### config.mk
export PLATFORM = sky130hd
export DESIGN_NAME = prog_encoder
export DESIGN_NICKNAME = d
export VERILOG_FILES = /design/src/rtl/mips_pkg.sv /design/src/rtl/instr_encode.sv /design/src/rtl/prog_encoder.sv
export SDC_FILE = /design/constraint.sdc
export NUM_CORES = 1
export LEC_CHECK = 0
export ABC_CLOCK_PERIOD_IN_PS = 4350
export BUFFER_PORTS_ARGS = -buffer_cell sky130_fd_sc_hd__buf_2
export CAP_MARGIN = 20
export CORE_MARGIN = 3
export CORE_UTILIZATION = 54
export DETAILED_ROUTE_END_ITERATION = 8
export PLACE_DENSITY = 0.85
export SYNTH_ARGS = -nofsm -noshare
export SYNTH_HDL_FRONTEND = slang
export SYNTH_HIERARCHICAL = 1
export SYNTH_SLANG_ARGS = --single-unit
export TNS_END_PERCENT = 10
### constraint.sdc
create_clock -name clk -period 4.35 [get_ports clk]
set_input_delay 0.2175 -clock clk [delete_from_list [all_inputs] [get_ports clk]]
set_output_delay 0.2175 -clock clk [all_outputs]
set_load 0.02 [all_outputs]
### src/rtl/mips_pkg.sv
// Shared MIPS encoding constants: the loader's encoder and the CPU's control
// unit both draw opcode/funct values from here.
package mips_pkg;

    typedef enum logic [3:0] {
        OP_ADD  = 4'd0,
        OP_SUB  = 4'd1,
        OP_AND  = 4'd2,
        OP_OR   = 4'd3,
        OP_SLT  = 4'd4,
        OP_LW   = 4'd5,
        OP_SW   = 4'd6,
        OP_ADDI = 4'd7,
        OP_BEQ  = 4'd8
    } op_kind_t;

    localparam logic [5:0] R_TYPE = 6'b000000;
    localparam logic [5:0] LW     = 6'b100011;
    localparam logic [5:0] SW     = 6'b101011;
    localparam logic [5:0] ADDI   = 6'b001000;
    localparam logic [5:0] BEQ    = 6'b000100;

    localparam logic [5:0] ADD_F  = 6'b100000;
    localparam logic [5:0] SUB_F  = 6'b100010;
    localparam logic [5:0] AND_F  = 6'b100100;
    localparam logic [5:0] OR_F   = 6'b100101;
    localparam logic [5:0] SLT_F  = 6'b101010;

    typedef enum logic [1:0] {
        IDLE  = 2'd0,
        LOAD  = 2'd1,
        DONE  = 2'd2,
        ERROR = 2'd3
    } state_t;

endpackage

### src/rtl/instr_encode.sv
// Combinational packer: symbolic instruction fields to a 32-bit MIPS word.
// Codes outside op_kind_t yield a zero word and raise illegal.
module instr_encode
    import mips_pkg::*;
(
    input  logic [3:0]  op,
    input  logic [4:0]  rs,
    input  logic [4:0]  rt,
    input  logic [4:0]  rd,
    input  logic [15:0] imm,
    output logic [31:0] word,
    output logic        illegal
);

    always_comb begin
        word    = '0;
        illegal = 1'b0;
        case (op)
            OP_ADD:  word = {R_TYPE, rs, rt, rd, 5'b00000, ADD_F};
            OP_SUB:  word = {R_TYPE, rs, rt, rd, 5'b00000, SUB_F};
            OP_AND:  word = {R_TYPE, rs, rt, rd, 5'b00000, AND_F};
            OP_OR:   word = {R_TYPE, rs, rt, rd, 5'b00000, OR_F};
            OP_SLT:  word = {R_TYPE, rs, rt, rd, 5'b00000, SLT_F};
            OP_LW:   word = {LW,   rs, rt, imm};
            OP_SW:   word = {SW,   rs, rt, imm};
            OP_ADDI: word = {ADDI, rs, rt, imm};
            OP_BEQ:  word = {BEQ,  rs, rt, imm};
            default: illegal = 1'b1;
        endcase
    end

endmodule

### src/rtl/prog_encoder.sv
// Instruction-memory loader: encodes streamed instructions, writes them to
// consecutive addresses from 0, and holds the CPU in reset until loaded.
module prog_encoder
    import mips_pkg::*;
#(
    parameter int ADDR_W = 6
) (
    input  logic              clk,
    input  logic              rst_n,
    input  logic              start,
    input  logic              in_valid,
    output logic              in_ready,
    input  logic [3:0]        in_op,
    input  logic [4:0]        in_rs,
    input  logic [4:0]        in_rt,
    input  logic [4:0]        in_rd,
    input  logic [15:0]       in_imm,
    input  logic              in_last,
    output logic              imem_we,
    output logic [ADDR_W-1:0] imem_addr,
    output logic [31:0]       imem_wdata,
    output logic [ADDR_W:0]   word_count,
    output logic              done,
    output logic              err,
    output logic              cpu_rst_n
);

    state_t            state;
    state_t            state_d;
    logic [ADDR_W-1:0] addr;
    logic [ADDR_W:0]   count;
    logic              we_q;
    logic [31:0]       wdata_q;
    logic              last_pending;

    logic [31:0]       enc_word;
    logic              enc_illegal;
    logic              at_top;
    logic              accept;
    logic              wr_ok;

    instr_encode u_enc (
        .op      (in_op),
        .rs      (in_rs),
        .rt      (in_rt),
        .rd      (in_rd),
        .imm     (in_imm),
        .word    (enc_word),
        .illegal (enc_illegal)
    );

    // A write pending to the top address must not be followed by another
    // accept, otherwise that item would be taken and then silently dropped.
    assign at_top   = (addr == '1);
    assign in_ready = (state == LOAD) && !start && !last_pending && !(we_q && at_top);
    assign accept   = in_valid && in_ready;
    assign wr_ok    = accept && !enc_illegal;

    always_ff @(posedge clk) begin
        if (!rst_n) begin
            state <= IDLE;
        end else begin
            state <= state_d;
        end
    end

    always_comb begin
        state_d = state;
        if (start) begin
            state_d = LOAD;
        end else if (state == LOAD) begin
            if (accept && enc_illegal) begin
                state_d = ERROR;
            end else if (we_q && last_pending) begin
                state_d = DONE;
            end else if (we_q && at_top) begin
                state_d = ERROR;
            end
        end
    end

    always_ff @(posedge clk) begin
        if (!rst_n) begin
            addr         <= '0;
            count        <= '0;
            we_q         <= 1'b0;
            wdata_q      <= '0;
            last_pending <= 1'b0;
        end else if (start) begin
            addr         <= '0;
            count        <= '0;
            we_q         <= 1'b0;
            wdata_q      <= '0;
            last_pending <= 1'b0;
        end else begin
            if (we_q) begin
                count <= count + 1'b1;
                if (!at_top) begin
                    addr <= addr + 1'b1;
                end
            end
            we_q <= wr_ok;
            if (wr_ok) begin
                wdata_q <= enc_word;
                if (in_last) begin
                    last_pending <= 1'b1;
                end
            end
        end
    end

    assign imem_we    = we_q;
    assign imem_addr  = addr;
    assign imem_wdata = wdata_q;
    assign word_count = count;
    assign done       = (state == DONE);
    assign err        = (state == ERROR);
    assign cpu_rst_n  = (state == DONE);

endmodule
== Word level (Yosys, flattened, before mapping) ==
Index checks and enable logic that the tools add are counted.
W data, S select, Z words.

* Equality and inequality tests: 12
* Multiplexer cells: 7
* Reduce and logical (&&, ||, !) cells: 21
* Bitwise logic cells: 2
* Add/sub/neg operators: 2

{| class="wikitable"
|+ Operators by type and width
! kind !! number
|-
| $pmux W32 S9 || 1
|-
| $eq A4 B3 Y1 const B || 4
|-
| $reduce_or A9 Y1 || 1
|-
| $eq A4 B2 Y1 const B || 2
|-
| $logic_and A1 B1 Y1 || 8
|-
| $reduce_and A2 Y1 || 4
|-
| $add A7 B1 Y7 const B || 1
|-
| $add A6 B1 Y6 const B || 1
|-
| $eq A6 B6 Y1 const B || 1
|-
| $mux W2 || 3
|-
| $eq A2 B2 Y1 const B || 2
|-
| $eq A4 B1 Y1 const B || 1
|-
| $eq A4 B4 Y1 const B || 1
|-
| $logic_not A4 Y1 || 1
|-
| $reduce_bool A4 Y1 || 1
|-
| $logic_not A1 Y1 || 3
|-
| $mux W1 || 3
|-
| $reduce_bool A3 Y1 || 1
|-
| $eq A2 B1 Y1 const B || 1
|-
| $not A1 Y1 || 2
|-
| $reduce_bool A2 Y1 || 1
|-
| $reduce_or A2 Y1 || 1
|}

* Output and inout port bits: 50
* Word-level logic and storage cells: 51
* Bits in registers: 49

== Logic depth before layout (Yosys ltp) ==
* Depth in word-level cells: 9
* Mapped depth: 9

== Hierarchy ==
The synthesis kept the hierarchy.

{| class="wikitable"
|+ Modules (own cells, without submodules)
! module !! instances !! seq. area each (um2) !! area each (um2) !! cells an instance
|-
| prog_encoder || 1 || 980.9 || 2128.3 || 231
|-
| instr_encode || 1 || 0.0 || 539.3 || 83
|}

== Worst setup path after synthesis ==
Ideal clock, no wire load.

* Path kind: flip-flop to flip-flop
* Start: reg addr[0] (netlist: imem_addr[0])
* End: reg wdata_q[22] (netlist: imem_wdata[22])
* Path buffers: 1
* Cell stages (with the launch flop): 7
* Required time: 4.280 ns
* Arrival: 1.588 ns
* Setup time: 0.070 ns
* Clock period less this slack: 1.658 ns
* Slack: 2.692 ns
* Cell sequence: dfxtp_1 > ha_1 > nand3_1 > o211ai_2 > buf_6 > o21ai_2 > a21oi_1

* Word-level cells in the longest chain between the ends: 6

{| class="wikitable"
|+ RTL lines
! what !! line !! source
|-
| start: declaration || prog_encoder.sv:30 || <nowiki>logic [ADDR_W-1:0] addr;</nowiki>
|-
| start signal: assignment || prog_encoder.sv:99 || <nowiki>addr <= addr + 1'b1;</nowiki>
|-
| $eq A6 B6 Y1 || prog_encoder.sv:54 || <nowiki>assign at_top = (addr == '1);</nowiki>
|-
| $logic_and A1 B1 Y1 || prog_encoder.sv:55 || <nowiki>assign in_ready = (state == LOAD) && !start && !last_pending && !(we_q && at_top);</nowiki>
|-
| $logic_not A1 Y1 || prog_encoder.sv:55 ||
|-
| $logic_and A1 B1 Y1 || prog_encoder.sv:55 ||
|-
| $logic_and A1 B1 Y1 || prog_encoder.sv:56 || <nowiki>assign accept = in_valid && in_ready;</nowiki>
|-
| $logic_and A1 B1 Y1 || prog_encoder.sv:57 || <nowiki>assign wr_ok = accept && !enc_illegal;</nowiki>
|-
| end signal: assignment || prog_encoder.sv:104 || <nowiki>wdata_q <= enc_word;</nowiki>
|-
| end: declaration || prog_encoder.sv:33 || <nowiki>logic [31:0] wdata_q;</nowiki>
|}

Every way passes these cells.
A chain may end at the register's enable or synchronous reset.

== Worst setup path in the final report ==
* Start: in in_op[1]
* End: reg wdata_q[20] (netlist: imem_wdata[20])

* Word-level cells in the longest chain between the ends: 3
* Elaborated cells between the ends (all ways): 12

{| class="wikitable"
|+ RTL lines
! what !! line !! source
|-
| start: declaration || prog_encoder.sv:13 || <nowiki>input logic [3:0] in_op,</nowiki>
|-
| $eq A4 B1 Y1 (tied with other cells) || instr_encode.sv:18 || <nowiki>case (op)</nowiki>
|-
| $reduce_or A9 Y1 (no line) || -- ||
|-
| $logic_and A1 B1 Y1 || prog_encoder.sv:57 ||
|}

Parallel ways exist; a longest one is shown, timed or not.

==> results.sh <==
export IMPL_rows=24
export IMPL_syn_nets=356
export IMPL_drive_gt1_frac=0.3003
export IMPL_drt_iter0_markers=145
export IMPL_cp_end_kind="register"
export IMPL_final_antenna_net_count=0
export IMPL_finClkSkew_ns=0.004311
export IMPL_setup_tns_ns=0
export IMPL_drc=0
export IMPL_leakage_nw=1.253
export IMPL_ys_flop_type="dfxtp_1"
export IMPL_hold_viol_final=0
export IMPL_area_delta_synth_final_pct=14.54
export IMPL_synth_edf_count=0
export IMPL_core_area_mm2=0.004564
export IMPL_cts_hold_buffers=0
export IMPL_die_area_mm2=0.005819
export IMPL_h_tree_depth=2
export IMPL_dieHeight_um=76.29
export IMPL_post_route_period_util=0.4995
export IMPL_root_buffer="clkbuf_8"
export IMPL_clk_latency_ns=0.30
export IMPL_rsz0062_at_grt="false"
export IMPL_netlist_top_cells_count="dfxtp_1, a21oi_1, nand3_1"
export IMPL_p_per_area_mw_per_mm2=267.1
export IMPL_syn_cell_area_mm2=0.002668
export IMPL_vdd_drop_max_uv=171.5
export IMPL_status="completed"
export IMPL_clkSinkCount=49
export IMPL_worstHoldPathType="input pin to register"
export IMPL_syn_avg_cell_area_um2=8.495
export IMPL_yosysWarnings=6
export IMPL_synth_area_leaders="dfxtp_1, a21oi_1, nand3_1, o21ai_1, and2_1"
export IMPL_cts_tree="yes"
export IMPL_synth_cell_type_count=43
export IMPL_slew_headroom=0.3246
export IMPL_synth_most_common_cell="dfxtp_1"
export IMPL_io_buffers=89
export IMPL_p_int_mw=0.6072
export IMPL_first_pass_iters=4
export IMPL_nets=424
export IMPL_wl_um=6234
export IMPL_grt_pass1_wl_um=10170
export IMPL_crit_arrival_ns=2.38
export IMPL_path_max_fanout=33
export IMPL_ys_ff_latch=49
export IMPL_pin_count=90
export IMPL_fmax_mhz=460.3
export IMPL_post_cts_buffers=0
export IMPL_seq_power_share=0.554
export IMPL_grt_max_degree=46
export IMPL_gp_congestion=0.8193
export IMPL_cts_buffers=5
export IMPL_cts_buffer_depth=2
export IMPL_yosys_area_top_type="dfxtp_1"
export IMPL_worst_slew_pin_slew_ns=1.008
export IMPL_synthArstFlopShare=0
export IMPL_clk_pin_slew_worst_paths_ns=0.08
export IMPL_grt_antenna_before_repair=0
export IMPL_start_kind="input pin"
export IMPL_place_hpwl_um=4392
export IMPL_diodes=0
export IMPL_finalPower_mw=0.8162
export IMPL_comb_power_share=0.132
export IMPL_worstPathRequired_ns=4.55
export IMPL_grt_overflow_total=0
export IMPL_ctsResizeCount=0
export IMPL_finalSetupViolCount=0
export IMPL_syn_inst=314
export IMPL_grt_pass1_vias=2229
export IMPL_synth_top_area_share=0.3677
export IMPL_crit_type="input pin to register"
export IMPL_vias=2478
export IMPL_initial_core_util=0.5844
export IMPL_die_w_um=76.29
export IMPL_grt_use_total=0.2084
export IMPL_nFillCells=398
export IMPL_final_min_clock_period_ns=2.173
export IMPL_yosysSeqAreaShare=0.3677
export IMPL_pwr_share_clk=0.314
export IMPL_vias_per_cell=5.531
export IMPL_maxSlewViolCount=0
export IMPL_wire_per_inst_um=13.92
export IMPL_max_cap_violations=0
export IMPL_swShare=0.2560
export IMPL_power_switching_mw=0.2090
per-stage QoR:
step | worst slack (ns) | cells | util | hold WS, ns | cell area, um^2
2_1_floorplan | 2.692 | 314 | - | 0.3457 | 2668
3_3_place_gp | 1.728 | 439 | 0.6458 | 0.4560 | 2948
3_5_place_dp | 1.898 | 440 | 0.6519 | 0.4582 | 2975
4_1_cts | 2.175 | 448 | 0.6694 | 0.1617 | 3055
5_1_grt | 1.904 | 448 | 0.6694 | 0.1988 | 3055
6_report | 2.177 | 448 | 0.6694 | 0.1682 | 3055
critical path, cell delays in order:
cell and delay [ns]:
buf_2 0.15, or2_1 0.43, o21ai_4 0.33, inv_1 0.38, buf_16 0.29, bufinv_8 0.31
nand3_1 0.10, a21oi_1 0.16
sequential cells by signal, indices dropped and copies added, names as in the netlist:
name	cells
state	2
imem_wdata	32
imem_we	1
imem_addr	6
last_pending	1
word_count	7
final timing paths:
check	start	to	slack [ns]	cells past startpoint
max	in_op[1]	imem_wdata[20]$_SDFFE_PP0P_	2.18	8
min	rst_n	state[0]$_SDFFE_PN0P_	0.17	2
max reg2reg	imem_addr[0]$_SDFFE_PP0P_	imem_wdata[20]$_SDFFE_PP0P_	2.18	5
min reg2reg	imem_wdata[27]$_SDFFE_PP0P_	imem_wdata[27]$_SDFFE_PP0P_	0.47	2
cell families after synthesis:
| family | Yosys count | synth area share |
|---|---|---|
| DFF | 49 | 0.3677 |
| buffers and inverters | 32 | 0.1060 |
| adders and majority gates | 2 | 0.009379 |
| AOI/OAI and AO/OA | 107 | 0.2350 |
| xor gates and xnor gates | 7 | 0.02298 |
| other | 1 | 0.001406 |
| and+or+nand+nor | 112 | 0.2416 |
| muxes | 4 | 0.01595 |
power groups by stage:
stage	registers, mW	logic, mW	clock network [mW]
2_1_floorplan	0.464	0.0841	0
3_3_place_gp	0.463	0.102	0
6_report	0.452	0.108	0.256
4_1_cts	0.452	0.107	0.261
3_5_place_dp	0.463	0.107	0
5_1_grt	0.452	0.119	0.277
layout by cell type, fill, tap and decap left out, types with 2 or more instances in the layout:
master,n
o22ai_1,6
a21oi_1,46
and3_1,3
and2_1,18
nor3_1,2
mux2_2,2
nand2_1,9
nand3_1,35
nor2_1,14
a31oi_1,8
clkbuf_8,5
nor4b_4,2
nand4_1,4
xor2_1,5
buf_2,89
dfxtp_1,49
xnor2_1,2
inv_1,2
clkbuf_1,3
ha_1,2
nor2b_1,16
mux2i_1,2
o21ai_0,6
o21ai_1,26
o21ai_2,9
area by class of cell:
type	instances	area [um^2]	area share
tap	65	81.33	0.02662
multi-input combinational	233	1415	0.4631
clock buffer	8	80.08	0.02621
sequential	49	980.9	0.3210
inverter	3	25.02	0.008190
timing repair buffer	90	473.0	0.1548
layer usage:
layer	GRT usage	wire, um	up-vias
met4	0.05978	72	0
met1	0.2603	2739	1132
li1	-	-	1250
met5	0	0	-
met3	0.04965	421	8
met2	0.3568	3000	88
Power figures use the tool's default switching activity.
